`src/rtl/sound_dac_pkg.sv`:
```
// sound_dac_pkg: shared FSM state type and frame layout constants for the serial sound DAC controller
package sound_dac_pkg;
  typedef enum logic [1:0] {IDLE, SHIFT, GAP} state_t;
  localparam int FRAME_BITS = 16;
  localparam int PD_MSB = 15;
  localparam int PD_LSB = 14;
  localparam int SMP_MSB = 13;
  localparam int SMP_LSB = 6;
  localparam logic [7:0] DROP_MAX = 8'hFF;
endpackage

```
`src/rtl/sound_dac_fifo.sv`:
```
// sound_dac_fifo: DEPTH-entry sample FIFO (power-of-two DEPTH, pointers wrap naturally)
// Ports: clk, rst (async, active-high), push/din write side, pop/dout read side (dout shows head), empty, full.
// Callers must not push when full without a same-cycle pop, nor pop when empty.
module sound_dac_fifo #(
  parameter int DEPTH = 4
) (
  input  logic       clk,
  input  logic       rst,
  input  logic       push,
  input  logic       pop,
  input  logic [7:0] din,
  output logic [7:0] dout,
  output logic       empty,
  output logic       full
);
  localparam int AW = $clog2(DEPTH);
  logic [7:0] mem [DEPTH];
  logic [AW-1:0] wptr, rptr;
  logic [AW:0] cnt;
  assign dout = mem[rptr];
  assign empty = cnt == '0;
  assign full = cnt == (AW+1)'(DEPTH);
  always_ff @(posedge clk or posedge rst)
    if (rst) begin
      wptr <= '0;
      rptr <= '0;
      cnt <= '0;
    end else begin
      if (push) wptr <= wptr + 1'b1;
      if (pop) rptr <= rptr + 1'b1;
      cnt <= cnt + (AW+1)'(push) - (AW+1)'(pop);
    end
  always_ff @(posedge clk)
    if (push) mem[wptr] <= din;
endmodule

```
`src/rtl/sound_dac_ctrl.sv`:
```
// sound_dac_ctrl: buffers 8-bit DAC samples and shifts each out as a 16-bit serial DAC frame
// Ports: clk (serial bit clock), rst (async, active-high); sample_valid/sample_data in;
//        dac_sync_n/dac_sdin serial out; busy, overflow (sticky), drop_count (saturating).
// Build option: SOUND_DAC_CTRL_FIFO_EN selects a FIFO_DEPTH-entry FIFO; otherwise a single
//        latest-wins holding register is used.
module sound_dac_ctrl
  import sound_dac_pkg::*;
#(
  parameter int FIFO_DEPTH = 4,
  parameter int GAP_CYCLES = 2,
  parameter logic [1:0] PD_BITS = 2'b00
) (
  input  logic       clk,
  input  logic       rst,
  input  logic       sample_valid,
  input  logic [7:0] sample_data,
  output logic       dac_sync_n,
  output logic       dac_sdin,
  output logic       busy,
  output logic       overflow,
  output logic [7:0] drop_count
);
  state_t state, state_nx;
  logic [3:0] cnt, cnt_nx;
  logic [FRAME_BITS-1:0] shreg, frame;
  logic [7:0] dout;
  logic pop, empty, full, drop;
  if (FIFO_DEPTH < 2 || FIFO_DEPTH > 16 || (FIFO_DEPTH & (FIFO_DEPTH - 1)) != 0 ||
      GAP_CYCLES < 1 || GAP_CYCLES > 15) begin : g_bad_params
    $error("sound_dac_ctrl: FIFO_DEPTH or GAP_CYCLES out of range");
  end
  assign pop = state == IDLE && !empty;
  assign drop = sample_valid && full && !pop;
`ifdef SOUND_DAC_CTRL_FIFO_EN
  sound_dac_fifo #(.DEPTH(FIFO_DEPTH)) u_fifo (
    .clk(clk),
    .rst(rst),
    .push(sample_valid && !drop),
    .pop(pop),
    .din(sample_data),
    .dout(dout),
    .empty(empty),
    .full(full)
  );
`else
  logic held;
  logic [7:0] hold;
  assign empty = !held;
  assign full = held;
  assign dout = hold;
  // a new sample always lands; it replaces an unpopped one (counted as a drop)
  always_ff @(posedge clk or posedge rst)
    if (rst) begin
      held <= 1'b0;
      hold <= '0;
    end else begin
      held <= sample_valid || (held && !pop);
      if (sample_valid) hold <= sample_data;
    end
`endif
  always_comb begin
    frame = '0;
    frame[PD_MSB:PD_LSB] = PD_BITS;
    frame[SMP_MSB:SMP_LSB] = dout;
  end
  always_comb begin
    state_nx = state;
    cnt_nx = cnt + 4'd1;
    case (state)
      IDLE: begin
        cnt_nx = '0;
        if (pop) state_nx = SHIFT;
      end
      SHIFT: if (cnt == 4'(FRAME_BITS - 1)) begin
        state_nx = GAP;
        cnt_nx = '0;
      end
      GAP: if (cnt == 4'(GAP_CYCLES - 1)) begin
        state_nx = IDLE;
        cnt_nx = '0;
      end
      default: begin
        state_nx = IDLE;
        cnt_nx = '0;
      end
    endcase
  end
  always_ff @(posedge clk or posedge rst)
    if (rst) begin
      state <= IDLE;
      cnt <= '0;
      shreg <= '0;
      overflow <= 1'b0;
      drop_count <= '0;
    end else begin
      state <= state_nx;
      cnt <= cnt_nx;
      if (pop) shreg <= frame;
      else if (state == SHIFT) shreg <= {shreg[FRAME_BITS-2:0], 1'b0};
      if (drop) begin
        overflow <= 1'b1;
        if (drop_count != DROP_MAX) drop_count <= drop_count + 8'd1;
      end
    end
  // outputs decode straight from state so an async reset releases sync_n immediately
  assign dac_sync_n = state != SHIFT;
  assign dac_sdin = state == SHIFT && shreg[FRAME_BITS-1];
  assign busy = state != IDLE || !empty;
endmodule

```
`config.mk`:
```
export PLATFORM = sky130hd
export DESIGN_NAME = sound_dac_ctrl
export DESIGN_NICKNAME = d
export VERILOG_FILES = /design/src/rtl/sound_dac_pkg.sv /design/src/rtl/sound_dac_fifo.sv /design/src/rtl/sound_dac_ctrl.sv
export SDC_FILE = /design/constraint.sdc
export NUM_CORES = 1
export LEC_CHECK = 0
export ABC_AREA = 1
export CORE_UTILIZATION = 38
export CTS_BUF_LIST = sky130_fd_sc_hd__clkbuf_8
export DETAILED_ROUTE_END_ITERATION = 6
export GPL_ROUTABILITY_DRIVEN = 0
export PLACE_DENSITY = 0.69
export SLEW_MARGIN = 10
export SYNTH_ARGS = -nofsm -noshare
export SYNTH_HDL_FRONTEND = slang
export SYNTH_SLANG_ARGS = --single-unit
```
`constraint.sdc`:
```
create_clock -name clk -period 1.95 [get_ports clk]
set_clock_uncertainty 0.15 [all_clocks]
set_input_delay 0.39 -clock clk [delete_from_list [all_inputs] [get_ports clk]]
set_output_delay 0.39 -clock clk [all_outputs]
set_load 0.05 [all_outputs]
```
== Word level (Yosys, flattened, before mapping) ==
Index checks and enable logic that the tools add are counted.

* Order comparisons: 0
* Multiply operators: 0
* Add/subtract/negate cells: 2
* Reduce and logical (&&, ||, !) cells: 13
* Divide/modulo/power cells: 0
* Equal/unequal tests: 9
* Shift operators: 0
* Mux-type cells: 9
* Bitwise operators: 0

{| class="wikitable"
|+ Operator list
! kind !! number
|-
| 2-to-1 mux 16 bit || 2
|-
| adder 8 x 1 -> 8 bit (second input constant) || 1
|-
| 2-to-1 mux 4 bit || 2
|-
| inequality test 8 bit (second input constant) || 1
|-
| one-hot mux 4 bit (2 select lines) || 1
|-
| 2-to-1 mux 2 bit || 3
|-
| inequality test 2 bit (second input constant) || 3
|-
| one-hot mux 2 bit (3 select lines) || 1
|-
| logical AND 1 bit || 5
|-
| adder 4 x 1 -> 4 bit (second input constant) || 1
|-
| equality test 4 x 1 -> 1 bit (second input constant) || 1
|-
| equality test 4 bit (second input constant) || 1
|-
| nonzero test 2 bit || 2
|-
| AND reduction 3 bit || 1
|-
| equality test 2 x 1 -> 1 bit (second input constant) || 1
|-
| equality test 2 bit (second input constant) || 1
|-
| logical NOT 2 bit || 1
|-
| logical OR 1 bit || 2
|-
| inequality test 2 x 1 -> 1 bit (second input constant) || 1
|-
| AND reduction 2 bit || 1
|-
| logical NOT 1 bit || 1
|}

* Memories: 0
* Bits in registers: 40
* Bits in read-only memories: 0
* RAM bits: 0
* Output and inout port bits: 12
* Logic and storage cells: 40
* Bits in latches: 0
* Bits of input ports: 11

== Longest topological paths before layout ==
Gate-level depths: netlist of run 1.

* Depth after elaboration: 5
* Mapped depth: 9
* Depth with buffers taken out: 9

== Worst setup path before layout of run 1 ==
Ideal clock, no wire load.

* Path type: register -> register
* Start: register drop_count[0]
* End: register drop_count[3]
* Clock period less this slack: 1.705 ns
* Path slack: 0.245 ns
* Stages on the path, launching flop included: 9
* Arrival time: 1.437 ns
* Buffers on the path: 0
* Cell sequence: dfrtp_1 ha_1 nand3_2 clkinv_1 nand2_2 nand2_4 inv_4 nand2_1 nand2_1

* Longest elaborated chain between the ends: 2

{| class="wikitable"
|+ RTL lines
! item !! RTL line !! source
|-
| start: declaration || sound_dac_ctrl.sv:21 || <nowiki>output logic [7:0] drop_count</nowiki>
|-
| start signal: assignment || sound_dac_ctrl.sv:102 || <nowiki>if (drop_count != DROP_MAX) drop_count <= drop_count + 8'd1;</nowiki>
|-
| parallel branches: the longest is 2 deep, another holds adder 8 x 1 -> 8 bit || -- ||
|}

Several ways; the timed one is not identified.
A chain may end at the register's enable or synchronous reset.

== Worst setup path in the final report of run 1 ==
* Start: register state[1]
* End: output dac_sdin

* Longest elaborated chain between the ends: 2

{| class="wikitable"
|+ RTL lines
! item !! RTL line !! source
|-
| start: declaration || sound_dac_ctrl.sv:23 || <nowiki>state_t state, state_nx;</nowiki>
|-
| start signal: assignment || sound_dac_ctrl.sv:96 || <nowiki>state <= state_nx;</nowiki>
|-
| equality test 2 x 1 -> 1 bit || sound_dac_ctrl.sv:107 || <nowiki>assign dac_sdin = state == SHIFT && shreg[FRAME_BITS-1];</nowiki>
|-
| logical AND 1 bit || sound_dac_ctrl.sv:107 ||
|-
| end: declaration || sound_dac_ctrl.sv:18 || <nowiki>output logic dac_sdin,</nowiki>
|}

No other way between the ends.

==> results of run 1 <==
routing by layer:
layer	vias to the layer above	wire, um	GRT usage, %
met4	0	29	5.59
li1	675	-	-
met1	562	1420	19.9
met3	4	119	5.57
met5	-	0	0
met2	23	1200	20.4
power by group:
group | switching [mW] | leakage (nW) | internal [mW]
logic | 0.821 | 0.545 | 0.466
clock network | 0.242 | 0.0524 | 0.279
registers | 0.147 | 0.424 | 0.910
total | 1.21 | 1.02 | 1.65
Yosys cell counts:
cell,count
nand2_2,4
nand2_1,70
clkinv_1,1
nand3_2,1
nand3_1,8
nor2_2,2
ha_1,7
o21ai_0,10
inv_1,19
nand4_1,3
dfrtp_1,34
inv_2,2
nand2_4,1
or2_1,1
a31oi_1,2
buf_2,3
o22ai_1,1
nor2_1,10
a21oi_1,1
inv_4,1
xor2_1,2
xnor2_1,3
o21ai_1,10
placed cells by master (no fill, tap or decap), types with 3 or more instances in the layout:
| master | count |
|---|---|
| buf_4 | 12 |
| nand2_2 | 5 |
| xnor2_1 | 3 |
| dfrtp_1 | 34 |
| nand2_1 | 69 |
| clkbuf_8 | 6 |
| o21ai_1 | 10 |
| clkdlybuf4s50_1 | 10 |
| nand4_1 | 3 |
| ha_1 | 7 |
| buf_12 | 3 |
| nor2_1 | 10 |
| nand3_1 | 8 |
| o21ai_0 | 10 |
| inv_1 | 20 |
cells by family after synthesis:
kind of cell	Yosys count	share of synthesized area [%]
flip-flops	34	52.1
buffers and inverters	26	6.36
AO/OA/AOI/OAI	24	7.58
AND/OR/NAND/NOR	100	26.0
adder cells (fa/ha/maj)	7	5.36
XOR/XNOR	5	2.68
worst reg2reg max path, delay by kind of cell (launching register included):
| family | cells | cell delay (ns) |
|---|---|---|
| adders and majority gates | 1 | 0.24 |
| buffers and inverters | 3 | 0.29 |
| DFF | 1 | 0.37 |
| and+or+nand+nor | 5 | 0.58 |
layout make-up:
cell class,instances,area share (%)
tap,50,3.09
clock buffer,6,4.08
timing repair buffer,25,12.4
clock inverter,2,0.432
sequential,34,42.0
inverter,23,4.39
multi-input combinational,136,33.7
how the worst max path moves through the flow:
stage | depth (start not counted) | end | slack, ns | startpoint
6_report | 5 | dac_sdin | 0.1 | state[1]
5_1_grt | 5 | dac_sdin | 0.01 | state[1]
4_1_cts | 4 | busy | 0.07 | state[0]
3_5_place_dp | 9 | drop_count[7] | 0.27 | state[0]
3_3_place_gp | 4 | full | 0.32 | sample_valid
2_1_floorplan | 8 | drop_count[3] | 0.25 | drop_count[0]
metrics by stage:
stage	util, %	worst slack, ns	cells	total power, mW	hold WS [ns]
final	49.9	0.0982	276	2.86	0.324
after global routing	49.9	0.0103	276	3.10	0.348
after CTS	49.9	0.0728	276	2.89	0.327
after detailed placement	47.6	0.265	268	2.36	0.310
after global placement	47.6	0.322	268	2.33	0.307
after floorplan	-	0.245	196	1.97	0.287
sequential cells by signal, summed over array words and instances, names as in the netlist:
| register | cells |
|---|---|
| dout | 8 |
| shreg | 10 |
| state | 2 |
| full | 1 |
| cnt | 4 |
| overflow | 1 |
| drop_count | 8 |
==> flow_summary_export.csv, run 1 <==
group,metric,value,unit
final_layout,nets,243,
clock_tree,ctsLongestPathBuffers,2,
synthesis,syn_nets,214,
synthesis,post-synth-top-area-fraction,52.1,%
timing,slew_headroom,72.0,%
clock_tree,cts_made_buffers,5,
final_layout,syn_to_final_growth,24.0,%
synthesis,ys_seq_area_share,52.1,%
routing,route.detailed.drc,0,
worst_setup_path,crit_buf_inv,3,
worst_setup_path,crit_chain,"inv_1 > ha_1 > nand2_1 > inv_1 > buf_12",
floorplanning,chipWidth,67.6,um
worst_setup_path,crit_slowest_cell,"dfrtp_1",
global_routing,grt_pass1_wl,4.82,mm
placement,place_area,1930,um^2
worst_setup_path,required,1.41,ns
synthesis,synth_area_leaders,"dfrtp_1 52%, nand2_1 16%, ha_1 5.4%",
clock_tree,cts_resized,0,
routing,drtPass1Iterations,4,
synthesis,synth.cell_area,1630,um^2
worst_setup_path,rr_startpoint,"state[0]",
final_layout,n_antenna_cell,0,
clock_tree,cts_hold_buf,0,
floorplanning,die_height,67.6,um
routing,ant_nets,0,
worst_setup_path,worst-endpoint-arrival,1.31,ns
hold_path,holdCritStartpoint,"dout[3]",
synthesis,ys_types,23,
global_routing,grt_max_degree,35,
clock_tree,cts_tree,"yes",
worst_setup_path,cpPeakStageDelay,0.39,ns
timing,period_needed,1.85,ns
hold_path,worstHoldEndpoint,"dout[3]",
synthesis,synth_seq_cells,34,
clock_tree,clkLatencyLatePin,0.28,ns
floorplanning,rows,23,
worst_setup_path,rr_endpoint,"drop_count[7]",
timing,fin_crit_sh,95.0,%
timing,worst_slew_pin_slew,0.420,ns
worst_setup_path,crit_family,"flip-flops",
placement,place_hpwl,2.00,mm
routing,drt_iter0_drc,44,
final_layout,design_area,2030,um^2
final_layout,drive_gt1_share,15.0,%
timing,finalHoldViolCount,0,
placement,io_buffer_count,22,
timing,rsz0062_at_grt,"false",
power,leakage,1.02,nW
floorplanning,io_pins,23,
final_layout,multi_input_area,682,um^2
job,max_cap_viol_count,0,
routing,wl_per_cell,10.0,um
worst_setup_path,crit_path_end_kind,"output pin",
clock_tree,root_buffer,"clkbuf_8",
routing,wirelength,2.77,mm
clock_tree,cts_max_level,2,
synthesis,yosysWarnings,0,
hold_path,hold_depth,2,
timing,finalSetupTns,0,ns
global_routing,grt_usage,14.5,%
final_layout,seq_area,851,um^2
routing,vias,1264,
clock_tree,cts.clk_slew.worst_paths,0.07,ns
run_status,status,"finished clean",
clock_tree,clkSinkCount,34,
floorplanning,core,4060,um^2
synthesis,post_synth.cell_area_avg,8.34,um^2
worst_setup_path,critPathKind,"register to output pin",
worst_setup_path,path_max_fanout,4,
timing,maxSlewViolCount,0,
final_layout,nFillCells,391,
floorplanning,start_util,40.3,%
worst_setup_path,regToRegSetupSlack,0.25,ns
synthesis,yosysTopAreaCell,"dfrtp_1",
worst_setup_path,startpoint_type,"register",
floorplanning,die_area,4570,um^2
routing,vias_per_cell,4.58,
power,pwr_density_cell,1410,nW/um^2
worst_setup_path,critical_path.most_common_cell,"inv_1",
clock_tree,postCtsSetupRepairBufs,0,
hold_path,worst_hold_path_type,"register to register",
global_routing,antenna_found_initial,0,
timing,fmax,0.540,GHz
power,irDropWorstVdd,0.000560,V
synthesis,syn_inst,196,
global_routing,grt_pass1_vias,1097,
global_routing,grt_overflow,0,
worst_setup_path,reg2regPathDepth,9,
timing,setup_viol,0,
(Power assumes the default switching activity.)
==> run 2, diff against run 1 <==
CORE_MARGIN = 2   (was default)
MAX_ROUTING_LAYER = met4   (was default)
clock period = 2.4 ns   (was 1.95 ns; I/O delays follow)
==> flow_summary_export.csv, run 2 (synthesis gave the netlist of run 1 again) <==
group,metric,value,unit
run_status,status,"finished clean",
floorplanning,die_height,69.6,um
worst_setup_path,crit_path_end_kind,"output pin",
final_layout,nets,241,
global_routing,grt_usage,14.2,%
final_layout,seq_area,851,um^2
clock_tree,cts_tree,"yes",
global_routing,grt_pass1_vias,1210,
routing,vias,1258,
timing,fin_crit_sh,91.4,%
floorplanning,die_area,4840,um^2
final_layout,drive_gt1_share,9.46,%
worst_setup_path,crit_slowest_cell,"clkdlybuf4s50_1",
global_routing,grt_max_degree,35,
timing,finalHoldViolCount,0,
worst_setup_path,crit_buf_inv,1,
timing,fmax,0.456,GHz
worst_setup_path,startpoint_type,"register",
power,leakage,0.983,nW
timing,setup_viol,0,
routing,drt_iter0_drc,57,
clock_tree,cts_max_level,2,
routing,ant_nets,0,
power,irDropWorstVdd,0.000472,V
floorplanning,io_pins,23,
worst_setup_path,cpPeakStageDelay,0.84,ns
timing,slew_headroom,66.8,%
clock_tree,clkLatencyLatePin,0.29,ns
final_layout,top_register,"shreg",
final_layout,fin_util,49.5,%
timing,period_needed,2.19,ns
final_layout,final_cell_mix,"70 x nand2_1, 34 x dfrtp_1, 19 x inv_1, 19 x clkdlybuf4s50_1",
clock_tree,clkSinkCount,34,
floorplanning,core,4060,um^2
timing,holdWs,0.324,ns
timing,maxSlewViolCount,0,
worst_setup_path,path_max_fanout,5,
routing,wirelength,2.89,mm
final_layout,largest_reg_flops,10,
timing,finalSetupTns,0,ns
global_routing,antenna_found_initial,0,
floorplanning,start_util,40.3,%
global_routing,grt_pass1_wl,5.27,mm
worst_setup_path,required,1.77,ns
clock_tree,cts_made_buffers,5,
final_layout,multi_input_area,679,um^2
final_layout,stdcell_count,272,
power,pwr_density_cell,1140,nW/um^2
worst_setup_path,crit_chain,"clkdlybuf4s50_1",
placement,io_buffer_count,22,
final_layout,n_antenna_cell,0,
timing,worst_slew_pin_slew,0.497,ns
clock_tree,root_buffer,"clkbuf_8",
final_layout,final_common_cell,"nand2_1",
routing,route.detailed.drc,0,
routing,wl_per_cell,10.6,um
final_layout,nFillCells,399,
worst_setup_path,critPathKind,"register to output pin",
power,p_total,2.30,mW
clock_tree,cts.clk_slew.worst_paths,0.06,ns
routing,drtPass1Iterations,4,
routing,vias_per_cell,4.63,
clock_tree,cts_resized,0,
floorplanning,chipWidth,69.6,um
clock_tree,ctsLongestPathBuffers,2,
hold_path,worst_hold_path_type,"register to register",
global_routing,grt_overflow,0,
job,max_cap_viol_count,0,
worst_setup_path,crit_family,"buffers and inverters",
placement,place_hpwl,2.14,mm
placement,dp_cells,266,
clock_tree,postCtsSetupRepairBufs,0,
floorplanning,rows,23,
clock_tree,cts_hold_buf,0,
timing,rsz0062_at_grt,"false",
final_layout,syn_to_final_growth,23.0,%
worst_setup_path,worst-endpoint-arrival,1.56,ns
-- run 2: area by class of cell --
type,instances,share of cell area [%]
Tap cell,50,3.11
Timing Repair Buffer,23,12.2
Clock buffer,6,4.11
Sequential cell,34,42.3
Inverter,23,4.42
Multi-Input combinational cell,136,33.8
-- run 2: path summary, 6_finish.rpt --
kind / startpoint / endpoint / slack (ns) / depth (start not counted)
min in group asynchronous: rst / drop_count[2] / 0.44 / 3
max in group asynchronous: rst / shreg[8] / 1.36 / 3
max reg2reg: state[0] / drop_count[3] / 0.64 / 9
min: dout[1] / dout[1] / 0.32 / 2
max: drop_count[4] / drop_count[4] / 0.21 / 1
min reg2reg: dout[1] / dout[1] / 0.32 / 2
-- run 2: power by group --
group	internal (mW)	switching, mW
sequential	0.739	0.116
clock	0.221	0.190
combinational	0.364	0.668
-- run 2: per-layer routing --
metal	vias up	routed length, um	global-route usage, %
li1	665	-	-
met1	561	1400	17.0
met2	25	1290	21.9
met3	7	138	4.36
met4	0	59	6.54
met5	-	0	-
-- run 2: per-stage QoR --
stage	setup slack, ns	cell area (um^2)
floorplan	0.654	1630
global placement	0.468	1930
detailed placement	0.432	1930
CTS	0.195	2010
global route	0.160	2010
finish	0.206	2010
==> run 3, diff against run 2 <==
ABC_CLOCK_PERIOD_IN_PS = 2400   (was default)
RECOVER_POWER = 25   (was default)
==> flow_summary_export.csv, run 3 (synthesis gave the netlist of run 1 again) <==
group,metric,value,unit
final_layout,final_cell_mix,"70 x nand2_1, 34 x dfrtp_1, 19 x inv_1",
clock_tree,cts_tree,"yes",
final_layout,fin_util,49.5,%
floorplanning,core,4060,um^2
worst_setup_path,crit_end,"drop_count[4]",
timing,fmax,0.456,GHz
final_layout,syn_to_final_growth,22.8,%
floorplanning,die_area,4840,um^2
worst_setup_path,worst-endpoint-arrival,1.56,ns
worst_setup_path,crit_chain,"clkdlybuf4s50_1",
global_routing,grt_overflow,0,
power,p_total,2.30,mW
timing,holdWs,0.324,ns
global_routing,grt_pass1_vias,1210,
global_routing,grt_pass1_wl,5.27,mm
worst_setup_path,reg2regPathDepth,9,
global_routing,grt_usage,14.2,%
placement,preCtsSetupSlack,0.432,ns
worst_setup_path,cpPeakStageDelay,0.84,ns
floorplanning,start_util,40.3,%
global_routing,antenna_found_initial,0,
hold_path,worst_hold_path_type,"register to register",
floorplanning,rows,23,
job,max_cap_viol_count,0,
worst_setup_path,regToRegSetupSlack,0.64,ns
clock_tree,cts.clk_slew.worst_paths,0.06,ns
worst_setup_path,rr_endpoint,"drop_count[3]",
worst_setup_path,rr_startpoint,"state[0]",
worst_setup_path,crit_cells,1,
floorplanning,die_height,69.6,um
routing,met2_length,1.29,mm
worst_setup_path,startpoint_type,"register",
placement,io_buffer_count,22,
final_layout,drive_gt1_share,9.46,%
timing,worst_slack,0.206,ns
clock_tree,ctsLongestPathBuffers,2,
power,combPwrFrac,44.9,%
timing,finalSetupTns,0,ns
routing,vias,1258,
clock_tree,clkLatencyLatePin,0.29,ns
final_layout,multi_input_area,679,um^2
final_layout,nets,241,
placement,dp_cells,266,
timing,fin_crit_sh,91.4,%
power,leakage,0.982,nW
final_layout,nFillCells,400,
final_layout,largest_reg_flops,10,
floorplanning,chipWidth,69.6,um
power,pwr_density_cell,1140,nW/um^2
clock_tree,postCtsSetupRepairBufs,0,
worst_setup_path,crit_buf_inv,1,
final_layout,stdcell_count,272,
routing,ant_nets,0,
timing,finalHoldViolCount,0,
worst_setup_path,required,1.77,ns
run_status,status,"finished clean",
worst_setup_path,crit_start,"drop_count[4]",
clock_tree,root_buffer,"clkbuf_8",
floorplanning,io_pins,23,
clock_tree,cts_max_level,2,
final_layout,final_common_cell,"nand2_1",
timing,setup_viol,0,
placement,place_hpwl,2.14,mm
clock_tree,cts_made_buffers,5,
routing,drtPass1Iterations,4,
worst_setup_path,crit_slowest_cell,"clkdlybuf4s50_1",
power,p_sw,973,uW
timing,rsz0062_at_grt,"false",
final_layout,design_area,2010,um^2
routing,wirelength,2.89,mm
final_layout,seq_area,851,um^2
power,p_clk_share,17.9,%
timing,worst_slew_pin_slew,0.827,ns
routing,maxUsedRoutingLayer,"met4",
timing,slew_headroom,44.9,%
global_routing,grt_max_degree,35,
placement,place_area,1930,um^2
routing,wl_met1,1.40,mm
power,power.share.sequential,37.2,%
power,irDropWorstVdd,0.000471,V
worst_setup_path,crit_family,"buffers and inverters",
routing,vias_per_cell,4.63,
power,switching_share,42.4,%
routing,route.detailed.drc,0,
worst_setup_path,path_max_fanout,5,
clock_tree,clkSinkCount,34,
timing,maxSlewViolCount,0,
routing,dr_wl_met3,138,um
clock_tree,cts_resized,0,
routing,drt_iter0_drc,57,
routing,wl_per_cell,10.6,um
final_layout,top_register,"shreg",
worst_setup_path,critPathKind,"register to output pin",
final_layout,n_antenna_cell,0,
worst_setup_path,crit_path_end_kind,"output pin",
clock_tree,cts_hold_buf,0,
timing,period_needed,2.19,ns
power,intPower,1.32,mW
## run 3: changes by cell type in the layout (fill, tap and decap cells not counted), sizes merged
cell,previous run,this run
dlygate4sd3,0,1
buf,4,3
clkbuf,6,7
clkdlybuf4s50,19,18
## run 3: per-layer routing
| layer | vias up | global-route usage, % |
|---|---|---|
| met5 | - | - |
| met4 | 0 | 6.54 |
| met3 | 7 | 4.36 |
| met2 | 25 | 21.9 |
| met1 | 561 | 17.0 |
| li1 | 665 | - |
## run 3: power by group through the flow
stage	Combinational, mW	Clock [mW]	Sequential [mW]
after CTS	1.04	0.431	0.856
after floorplan	0.627	0	0.976
after global routing	1.16	0.445	0.884
after detailed placement	1.04	0	0.865
after global placement	1.02	0	0.860
final	1.03	0.411	0.855
## run 3: layout make-up
cell class | instances | area share, %
multi-input combinational | 136 | 33.9
clock buffer | 6 | 4.11
inverter | 23 | 4.43
tap | 50 | 3.12
sequential | 34 | 42.4
timing repair buffer | 23 | 12.1
## run 3: worst min path at each step
stage,from,cells past startpoint,endpoint
after floorplan,dout[4],2,dout[4]
after global placement,dout[5],2,dout[5]
after detailed placement,dout[5],2,dout[5]
after CTS,dout[5],2,dout[5]
after global routing,dout[1],2,dout[1]
final,dout[1],2,dout[1]
